$ cat src/rtl/cnn_layer_sequencer_if.sv
// Layer-side bundle of the CNN sequencer: per-layer start/done plus the last-layer score stream.
// Latency: pure wiring, no storage.
// Backpressure: none; layers are started by pulse and scores are taken as they are strobed.
interface cnn_layer_sequencer_if #(
    parameter int NUM_LAYERS = 2,
    parameter int DATA_W     = 8
);
    logic [NUM_LAYERS-1:0]    layer_start;
    logic [NUM_LAYERS-1:0]    layer_done;
    logic                     score_valid;
    logic signed [DATA_W-1:0] score;

    // Sequencer side: launches layers, observes completion and scores.
    modport master (
        output layer_start,
        input  layer_done,
        input  score_valid,
        input  score
    );

    // Datapath side: receives start pulses, reports completion and scores.
    modport slave (
        input  layer_start,
        output layer_done,
        output score_valid,
        output score
    );
endinterface

$ cat src/rtl/cnn_layer_sequencer.sv
// Runs NUM_LAYERS CNN layers strictly in order with a per-layer watchdog and takes a running argmax of the last layer's scores.
// Latency: start -> layer_start[0] 1 cycle; layer_done -> next layer_start 2 cycles; last layer_done -> done 3 cycles.
// Backpressure: none; done bits are only honoured from the launched layer's first WAIT cycle, and start while busy is dropped.
module cnn_layer_sequencer #(
    parameter int                   NUM_LAYERS  = 2,
    parameter int                   LIDX_W      = 3,
    parameter int                   NUM_CLASSES = 10,
    parameter int                   DATA_W      = 8,
    parameter int                   TIMEOUT_W   = 20,
    parameter logic [TIMEOUT_W-1:0] MAX_CYCLES  = 20'd800000
) (
    input  logic                     clk,
    input  logic                     rst,
    input  logic                     start,
    input  logic                     abort,
    cnn_layer_sequencer_if.master    lyr,
    output logic                     busy,
    output logic                     done,
    output logic                     error,
    output logic [1:0]               err_code,
    output logic [LIDX_W-1:0]        err_layer,
    output logic [LIDX_W-1:0]        cur_layer,
    output logic [7:0]               class_idx,
    output logic signed [DATA_W-1:0] class_score,
    output logic [31:0]              run_cycles
);

    localparam logic [LIDX_W-1:0]    LAST_LAYER = LIDX_W'(NUM_LAYERS - 1);
    localparam logic [TIMEOUT_W-1:0] WD_LAST    = MAX_CYCLES - TIMEOUT_W'(1);
    localparam logic [7:0]           NCLS       = 8'(NUM_CLASSES);

    localparam logic [1:0] ERR_TIMEOUT  = 2'd1;
    localparam logic [1:0] ERR_COUNT    = 2'd2;
    localparam logic [1:0] ERR_ABORTED  = 2'd3;

    typedef enum logic [2:0] {
        IDLE,
        LAUNCH,
        WAIT,
        NEXT,
        CHECK,
        FIN,
        ERR
    } state_t;

    state_t                state;
    state_t                state_nxt;
    logic [TIMEOUT_W-1:0]  wdog;
    logic [7:0]            score_cnt;
    logic [NUM_LAYERS-1:0] layer_sel;
    logic                  done_sel;
    logic                  is_last;
    logic                  score_acc;
    logic                  start_acc;
    logic                  err_set;
    logic [1:0]            err_code_nxt;

    // One-hot of the running layer; used both to launch it and to pick its done bit only.
    assign layer_sel       = NUM_LAYERS'(1) << cur_layer;
    assign done_sel        = |(lyr.layer_done & layer_sel);
    assign is_last         = (cur_layer == LAST_LAYER);
    assign lyr.layer_start = (state == LAUNCH) ? layer_sel : '0;
    assign busy            = (state != IDLE);
    assign done            = (state == FIN);
    assign score_acc       = lyr.score_valid && is_last &&
                             (state inside {LAUNCH, WAIT, NEXT});

    // Next-state and error selection; abort overrides done and timeout in the running states.
    always_comb begin
        state_nxt    = state;
        start_acc    = 1'b0;
        err_set      = 1'b0;
        err_code_nxt = 2'd0;
        case (state)
            IDLE: begin
                if (start && !abort) begin
                    start_acc = 1'b1;
                    state_nxt = LAUNCH;
                end
            end
            LAUNCH: state_nxt = WAIT;
            WAIT: begin
                if (done_sel) begin
                    state_nxt = NEXT;
                end else if (wdog == WD_LAST) begin
                    state_nxt    = ERR;
                    err_set      = 1'b1;
                    err_code_nxt = ERR_TIMEOUT;
                end
            end
            NEXT:  state_nxt = is_last ? CHECK : LAUNCH;
            CHECK: begin
                if (score_cnt == NCLS) begin
                    state_nxt = FIN;
                end else begin
                    state_nxt    = ERR;
                    err_set      = 1'b1;
                    err_code_nxt = ERR_COUNT;
                end
            end
            FIN:     state_nxt = IDLE;
            ERR:     state_nxt = IDLE;
            default: state_nxt = IDLE;
        endcase
        // FIN and ERR are one-cycle exits already heading to IDLE, so abort leaves them alone.
        if (abort && (state inside {LAUNCH, WAIT, NEXT, CHECK})) begin
            state_nxt    = ERR;
            err_set      = 1'b1;
            err_code_nxt = ERR_ABORTED;
        end
    end

    // State register.
    always_ff @(posedge clk) begin
        if (rst) begin
            state <= IDLE;
        end else begin
            state <= state_nxt;
        end
    end

    // Layer index, watchdog and sticky error reporting.
    always_ff @(posedge clk) begin
        if (rst) begin
            cur_layer <= '0;
            wdog      <= '0;
            error     <= 1'b0;
            err_code  <= 2'd0;
            err_layer <= '0;
        end else begin
            if (start_acc) begin
                cur_layer <= '0;
                error     <= 1'b0;
                err_code  <= 2'd0;
                err_layer <= '0;
            end
            if (state == LAUNCH) begin
                wdog <= '0;
            end else if (state == WAIT) begin
                wdog <= wdog + TIMEOUT_W'(1);
            end
            if (state == NEXT && state_nxt == LAUNCH) begin
                cur_layer <= cur_layer + LIDX_W'(1);
            end
            if (err_set) begin
                error     <= 1'b1;
                err_code  <= err_code_nxt;
                err_layer <= cur_layer;
            end
        end
    end

    // Score count and running argmax; strict greater-than keeps the lowest index on ties.
    always_ff @(posedge clk) begin
        if (rst) begin
            score_cnt   <= 8'd0;
            class_idx   <= 8'd0;
            class_score <= '0;
        end else if (start_acc) begin
            score_cnt   <= 8'd0;
            class_idx   <= 8'd0;
            class_score <= '0;
        end else if (score_acc) begin
            if (score_cnt != 8'hFF) begin
                score_cnt <= score_cnt + 8'd1;
            end
            if (score_cnt == 8'd0 || lyr.score > class_score) begin
                class_idx   <= score_cnt;
                class_score <= lyr.score;
            end
        end
    end

    // Busy-cycle counter for the current run, saturating.
    always_ff @(posedge clk) begin
        if (rst) begin
            run_cycles <= 32'd0;
        end else if (start_acc) begin
            run_cycles <= 32'd0;
        end else if (busy && run_cycles != 32'hFFFF_FFFF) begin
            run_cycles <= run_cycles + 32'd1;
        end
    end

endmodule

$ cat src/flat_wrapper.sv
// flat-port wrapper written by rule: the top's interface ports become plain ports
module cnn_layer_sequencer_flat 
#(
    parameter int                   NUM_LAYERS  = 2,
    parameter int                   LIDX_W      = 3,
    parameter int                   NUM_CLASSES = 10,
    parameter int                   DATA_W      = 8,
    parameter int                   TIMEOUT_W   = 20,
    parameter logic [TIMEOUT_W-1:0] MAX_CYCLES  = 20'd800000
)
  (clk, rst, start, abort, busy, done, error, err_code, err_layer, cur_layer, class_idx, class_score, run_cycles, lyr_layer_start, lyr_layer_done, lyr_score_valid, lyr_score);
  cnn_layer_sequencer_if #(.NUM_LAYERS(NUM_LAYERS), .DATA_W(DATA_W)) lyr_i ();
  input  logic clk;
  input  logic rst;
  input  logic start;
  input  logic abort;
  output logic busy;
  output logic done;
  output logic error;
  output logic [1:0] err_code;
  output logic [LIDX_W-1:0] err_layer;
  output logic [LIDX_W-1:0] cur_layer;
  output logic [7:0] class_idx;
  output logic signed [DATA_W-1:0] class_score;
  output logic [31:0] run_cycles;
  output wire logic [$bits(lyr_i.layer_start)-1:0] lyr_layer_start;
  input wire logic [$bits(lyr_i.layer_done)-1:0] lyr_layer_done;
  input wire logic [$bits(lyr_i.score_valid)-1:0] lyr_score_valid;
  input wire logic [$bits(lyr_i.score)-1:0] lyr_score;
  assign lyr_layer_start = lyr_i.layer_start;
  assign lyr_i.layer_done = lyr_layer_done;
  assign lyr_i.score_valid = lyr_score_valid;
  assign lyr_i.score = lyr_score;
  cnn_layer_sequencer #(.NUM_LAYERS(NUM_LAYERS), .LIDX_W(LIDX_W), .NUM_CLASSES(NUM_CLASSES), .DATA_W(DATA_W), .TIMEOUT_W(TIMEOUT_W), .MAX_CYCLES(MAX_CYCLES)) u_core (.clk(clk), .rst(rst), .start(start), .abort(abort), .lyr(lyr_i), .busy(busy), .done(done), .error(error), .err_code(err_code), .err_layer(err_layer), .cur_layer(cur_layer), .class_idx(class_idx), .class_score(class_score), .run_cycles(run_cycles));
endmodule
$ cat config.mk
export PLATFORM = sky130hd
export DESIGN_NAME = cnn_layer_sequencer_flat
export DESIGN_NICKNAME = d
export VERILOG_FILES = /design/src/rtl/cnn_layer_sequencer_if.sv /design/src/rtl/cnn_layer_sequencer.sv /design/src/flat_wrapper.sv
export SDC_FILE = /design/constraint.sdc
export NUM_CORES = 1
export LEC_CHECK = 0
export ABC_AREA = 0
export BUFFER_PORTS_ARGS = -buffer_cell sky130_fd_sc_hd__buf_4
export CORE_UTILIZATION = 50
export CTS_CLUSTER_SIZE = 14
export DETAILED_ROUTE_END_ITERATION = 16
export GPL_TIMING_DRIVEN = 0
export HOLD_SLACK_MARGIN = 0.1
export PLACE_DENSITY = 0.81
export SYNTH_ARGS = -nofsm -noshare
export SYNTH_HDL_FRONTEND = slang
export SYNTH_SLANG_ARGS = --single-unit
$ cat constraint.sdc
create_clock -name clk -period 2.3 [get_ports clk]
set_input_delay 0.115 -clock clk [delete_from_list [all_inputs] [get_ports clk]]
set_output_delay 0.115 -clock clk [all_outputs]
set_load 0.01 [all_outputs]
=== Yosys cells after proc, flatten, opt, wreduce, memory -nomap -nowiden ===
Cells that the tools add are included.

* Word-level logic and storage cells: 75
* Input bits: 15
* Output and inout port bits: 61
* Register bits: 88

* Bitwise logic cells: 1
* Reduce and logical (&&, ||, !) cells: 20
* Multiplexer cells: 27
* Shifts and indexed selects: 1
* Equality and inequality tests: 11
* Add/sub/neg operators: 4
* Magnitude comparators: 1

{| class="wikitable"
|+ Operators with widths
! kind !! count
|-
| 32-bit by 1-bit adder with 32-bit output (second input constant) || 1
|-
| 32-bit != test (second input constant) || 1
|-
| 3-bit two-way mux || 8
|-
| 20-bit by 1-bit adder with 20-bit output (second input constant) || 1
|-
| 20-bit == test (second input constant) || 1
|-
| 3-bit one-hot mux with 5 select lines || 1
|-
| 2-bit two-way mux || 7
|-
| 3-bit by 1-bit == test with 1-bit output (second input constant) || 3
|-
| 1-bit two-way mux || 9
|-
| 8-bit by 1-bit adder with 8-bit output (second input constant) || 1
|-
| 8-bit by 4-bit == test with 1-bit output (second input constant) || 1
|-
| 8-bit greater-than comparator || 1
|-
| 8-bit zero test || 1
|-
| 8-bit != test (second input constant) || 1
|-
| 3-bit by 2-bit == test with 1-bit output (second input constant) || 2
|-
| 3-bit == test (second input constant) || 2
|-
| 1-bit logical AND || 6
|-
| 3-bit nonzero test || 2
|-
| 2-bit OR reduction || 3
|-
| 2-bit one-hot mux with 2 select lines || 1
|-
| 2-bit AND reduction || 2
|-
| 2-bit nonzero test || 2
|-
| 4-bit nonzero test || 1
|-
| 3-bit by 1-bit adder with 3-bit output (second input constant) || 1
|-
| 6 further kinds || 6
|}

=== Longest topological paths before layout ===
* Depth after elaboration: 9
* Gate-level depth with buffers: 9
* Mapped depth without buffers: 7

=== Least setup slack after synthesis ===
Ideal clock, no wire load.

* Path kind: register -> register
* Start: reg u_core.wdog[14]
* End: reg u_core.err_layer[0]
* Setup time: 0.132 ns
* Path buffers: 0
* Stages on the path, launching flop included: 6
* Clock period less this slack: 2.148 ns
* Arrival: 2.015 ns
* Data required time: 2.168 ns
* Setup slack: 0.152 ns
* Path through: dfxtp_1 or4b_1 or4_4 or4_4 nand4_1 a21oi_1

* Cells in the longest elaborated chain, start to end: 6
* Elaborated cells between the ends (all ways): 7
* Those cells by class: eq/ne: 1; mux: 5; reduce/logical: 1

{| class="wikitable"
|+ RTL lines
! item !! RTL line !! source
|-
| start, declared || cnn_layer_sequencer.sv:48 || <nowiki>logic [TIMEOUT_W-1:0] wdog;</nowiki>
|-
| start signal, assigned || cnn_layer_sequencer.sv:140 || <nowiki>wdog <= wdog + TIMEOUT_W'(1);</nowiki>
|-
| 20-bit == test (*) || cnn_layer_sequencer.sv:85 || <nowiki>end else if (wdog == WD_LAST) begin</nowiki>
|-
| 1-bit two-way mux (*) || cnn_layer_sequencer.sv:85 ||
|-
| 1-bit two-way mux (*) || cnn_layer_sequencer.sv:83 || <nowiki>if (done_sel) begin</nowiki>
|-
| 1-bit one-hot mux with 2 select lines (*) || cnn_layer_sequencer.sv:74 || <nowiki>case (state)</nowiki>
|-
| 1-bit two-way mux (*) || cnn_layer_sequencer.sv:106 || <nowiki>if (abort && (state inside {LAUNCH, WAIT, NEXT, CHECK})) begin</nowiki>
|-
| 3-bit two-way mux or 2-bit nonzero test (tied branches) || -- ||
|-
| end signal, assigned || cnn_layer_sequencer.sv:148 || <nowiki>err_layer <= cur_layer;</nowiki>
|-
| end, declared || cnn_layer_sequencer.sv:21 || <nowiki>output logic [LIDX_W-1:0] err_layer,</nowiki>
|}

Mark *: on every way between the ends. The rest lies on a longest branch, timed or not.
A chain may end at the register's enable or synchronous reset.

=== Final worst setup path ===
* Start: reg u_core.wdog[11]
* End: reg u_core.err_layer[2]

The elaborated chain is that of the path after synthesis.

==> results by group <==
Global route
  – Tot GR Track Use: 0.254
  – Number of global-route vias before repair: 4032
  – Congestion Overflow GR: 0
  – Largest net degree at the start of global routing: 15
  – Global-route wire length before repair: between 15000 and 20000 um
  – Initial antenna violation count: 0

Place
  – Placer Congestion: 0.884
  – Post-DP HPWL: 7860 um
  – PortBufs: 74
  – Dpl cell area: 5140 um^2
  – Place WS: -0.333 ns
  – Dpl cells: between 700 and 800

Clock network
  – Later-pin clock latency in the skew report: 0.37 ns
  – CTS Root Buffer Type: clkbuf_8
  – Clock sink count: 88
  – Max clock buf depth: 2
  – CTS Buf Count: 9
  – CTS tree: done
  – Htree depth: 3
  – Clk slew on worst S/H paths: 0.10 ns

Timing
  – Crit path time final: 2.23 ns
  – Max Clock Skew: 0.0145 ns
  – Final setup margin: 0.0713 ns
  – Period utilization: 0.969
  – Fmax achieved: 449 MHz
  – Hold Fails Final Rpt: 0
  – Final Setup Violations: 0
  – Worst-Margin Slew: approximately 0.76 ns
  – Relative slew slack: 0.489
  – Setup TNS: 0 ns
  – Slew Viols, Final: 0

Synth
  – Ys async rst share: 0
  – Netlist cell types: between 50 and 60
  – Post-Syn Area per Cell: between 8 and 9 um^2
  – YS warnings: 0
  – Synth top area share: 0.396
  – Mapped Cells: 548
  – Post-synthesis register bit count: 88
  – Post-synthesis sequential area ratio: 0.396
  – Mapped Area: around 4400 um^2
  – Number of synthesized flops with an enable pin: 0
  – Synth top area cells: dfxtp_1 40%, a21oi_1 5.6%, nand3_1 4.6%
  – Post-synth top area cell: dfxtp_1
  – Synth Flop Type: dfxtp_1
  – Synth Net Count: 578

Route
  – Vias: 4519
  – Detailed Route WL: 11600 um
  – Remaining design rule violation count: 0
  – Drt pass-1 iters: 5
  – Post-route ant nets: 0
  – DR vias/cell: 5.96
  – DRT iter0 DRCs: 180
  – WL/cell: 15.3 um

Layout
  – Final Cell Area: 5600 um^2
  – Fin cells: 758
  – Layout cells sized above 1: 0.198
  – Area grow syn2layout: 26.0%
  – Most frequent cells in the layout: 84 x dfxtp_1, 81 x buf_4, 51 x nor2_1
  – Commonest non-fill, non-tap cell in the layout: dfxtp_1
  – NumNets Final: ~680
  – ANT cells: 0
  – Layout fillers: about 740

Pwr
  – Pwr Total: 3.46 mW
  – Leak pwr: 2.07 nW
  – Pwr/cell area: 617 nW/um^2
  – Peak supply drop: 0.307 mV

Setup path
  – Crit start category: flop
  – CP arrival: around 2.5 ns
  – Worst endpoint required time: 2.55 ns
  – Kind of critical path: flop to flop
  – Critical path fanouts, max: 5
  – Worst Setup End Kind: flop

Die
  – Die ar.: 9270 um^2
  – Row Count: 34
  – # IOs: 76
  – Initial Util: 0.512
  – Die X: approximately 96 um
  – Die height: 96.3 um
  – Placeable Area: 8680 um^2

Run
  – Max-cap violations: 0

Status
  – Status: finished, final reports clean

Min path
  – Worst hold path class: input pin to flop
path summary, 6_finish.rpt:
check	start	slack, ns	to	depth (start not counted)
worst max-delay path	u_core.wdog[11]	0.07	u_core.err_layer[2]	5
worst min-delay path	abort	0.13	u_core.err_code[0]	3
worst max register to register	u_core.wdog[11]	0.07	u_core.err_layer[2]	5
worst min register to register	u_core.class_idx[6]	0.47	u_core.class_idx[6]	2
layer usage:
layer | GRT usage | vias to the layer above | part of all wire
met2 | 0.429 | 156 | 0.48
met1 | 0.314 | 2145 | 0.44
li1 | - | 2195 | -
met3 | 0.0553 | 23 | 0.062
met5 | 0 | - | 0
met4 | 0.0968 | 0 | 0.021
synthesized netlist by cell type, types with 6 or more instances:
master / count
or3_1: 18
or4_1: 7
nor3_1: 9
nand3_1: 41
nor4_1: 8
and4_1: 10
ha_1: 15
nand4_1: 25
xor2_1: 16
a21oi_1: 50
and2_1: 6
nand2_1: 34
nor2_1: 51
clkbuf_1: 21
o21ai_0: 22
dfxtp_1: 88
and3_1: 13
o31ai_1: 10
inv_1: 17
nor2b_1: 6
xnor2_1: 16
o21ai_1: 19
power breakdown:
part / switching (mW) / leakage, nW / total [mW] / internal [mW]
Clock: 0.563 / 0.124 / 1.32 / 0.752
Combinational: 0.333 / 1.24 / 0.531 / 0.199
Sequential: 0.0445 / 0.712 / 1.61 / 1.56
Total: 0.940 / 2.07 / 3.46 / 2.52
cell families after synthesis:
group	Yosys count	share of synthesized area
xor+xnor	32	0.0630
compound gates	122	0.158
fa+ha+maj	15	0.0422
buf+inv	45	0.0385
simple gates	243	0.295
mux	3	0.00703
flops	88	0.396
cell type report:
type,instances,area (um^2),area share
sequential,88,1770,0.315
clock inverter,5,104,0.0185
tap,108,135,0.0241
multi-input combinational,415,2590,0.462
clock buffer,11,141,0.0252
buffer,23,105,0.0188
inverter,19,71.3,0.0127
timing repair buffer,89,691,0.123
worst max-delay path: stages, from the launching register on:
cell and delay (ns):
dfxtp_2 0.35, or4b_1 0.51, or4_4 0.52, or4_4 0.54, nand4_1 0.11, a21oi_1 0.08
registers in the layout, indices dropped and copies added (netlist names), 2 cells and up:
| register | flops |
|---|---|
| u_core.class_idx | 8 |
| u_core.class_score | 8 |
| u_core.cur_layer | 3 |
| u_core.err_code | 2 |
| u_core.err_layer | 3 |
| u_core.run_cycles | 32 |
| u_core.score_cnt | 8 |
| u_core.state | 3 |
| u_core.wdog | 20 |
stage by stage:
stage	util	hold WS [ns]
5_1_grt	0.646	0.138
4_1_cts	0.635	0.120
6_report	0.646	0.125
3_3_place_gp	0.592	0.392
2_1_floorplan	-	0.276
3_5_place_dp	0.592	0.394
timing repair:
item	4_1_cts	5_1_grt
setup endpoints to repair	21	71
endpoints found under the hold margin	12	0
hold buffers	9	0
buffers inserted	0	6
pin swaps	1	5
gates resized for setup	11	30
Power figures use the tool's default switching activity.
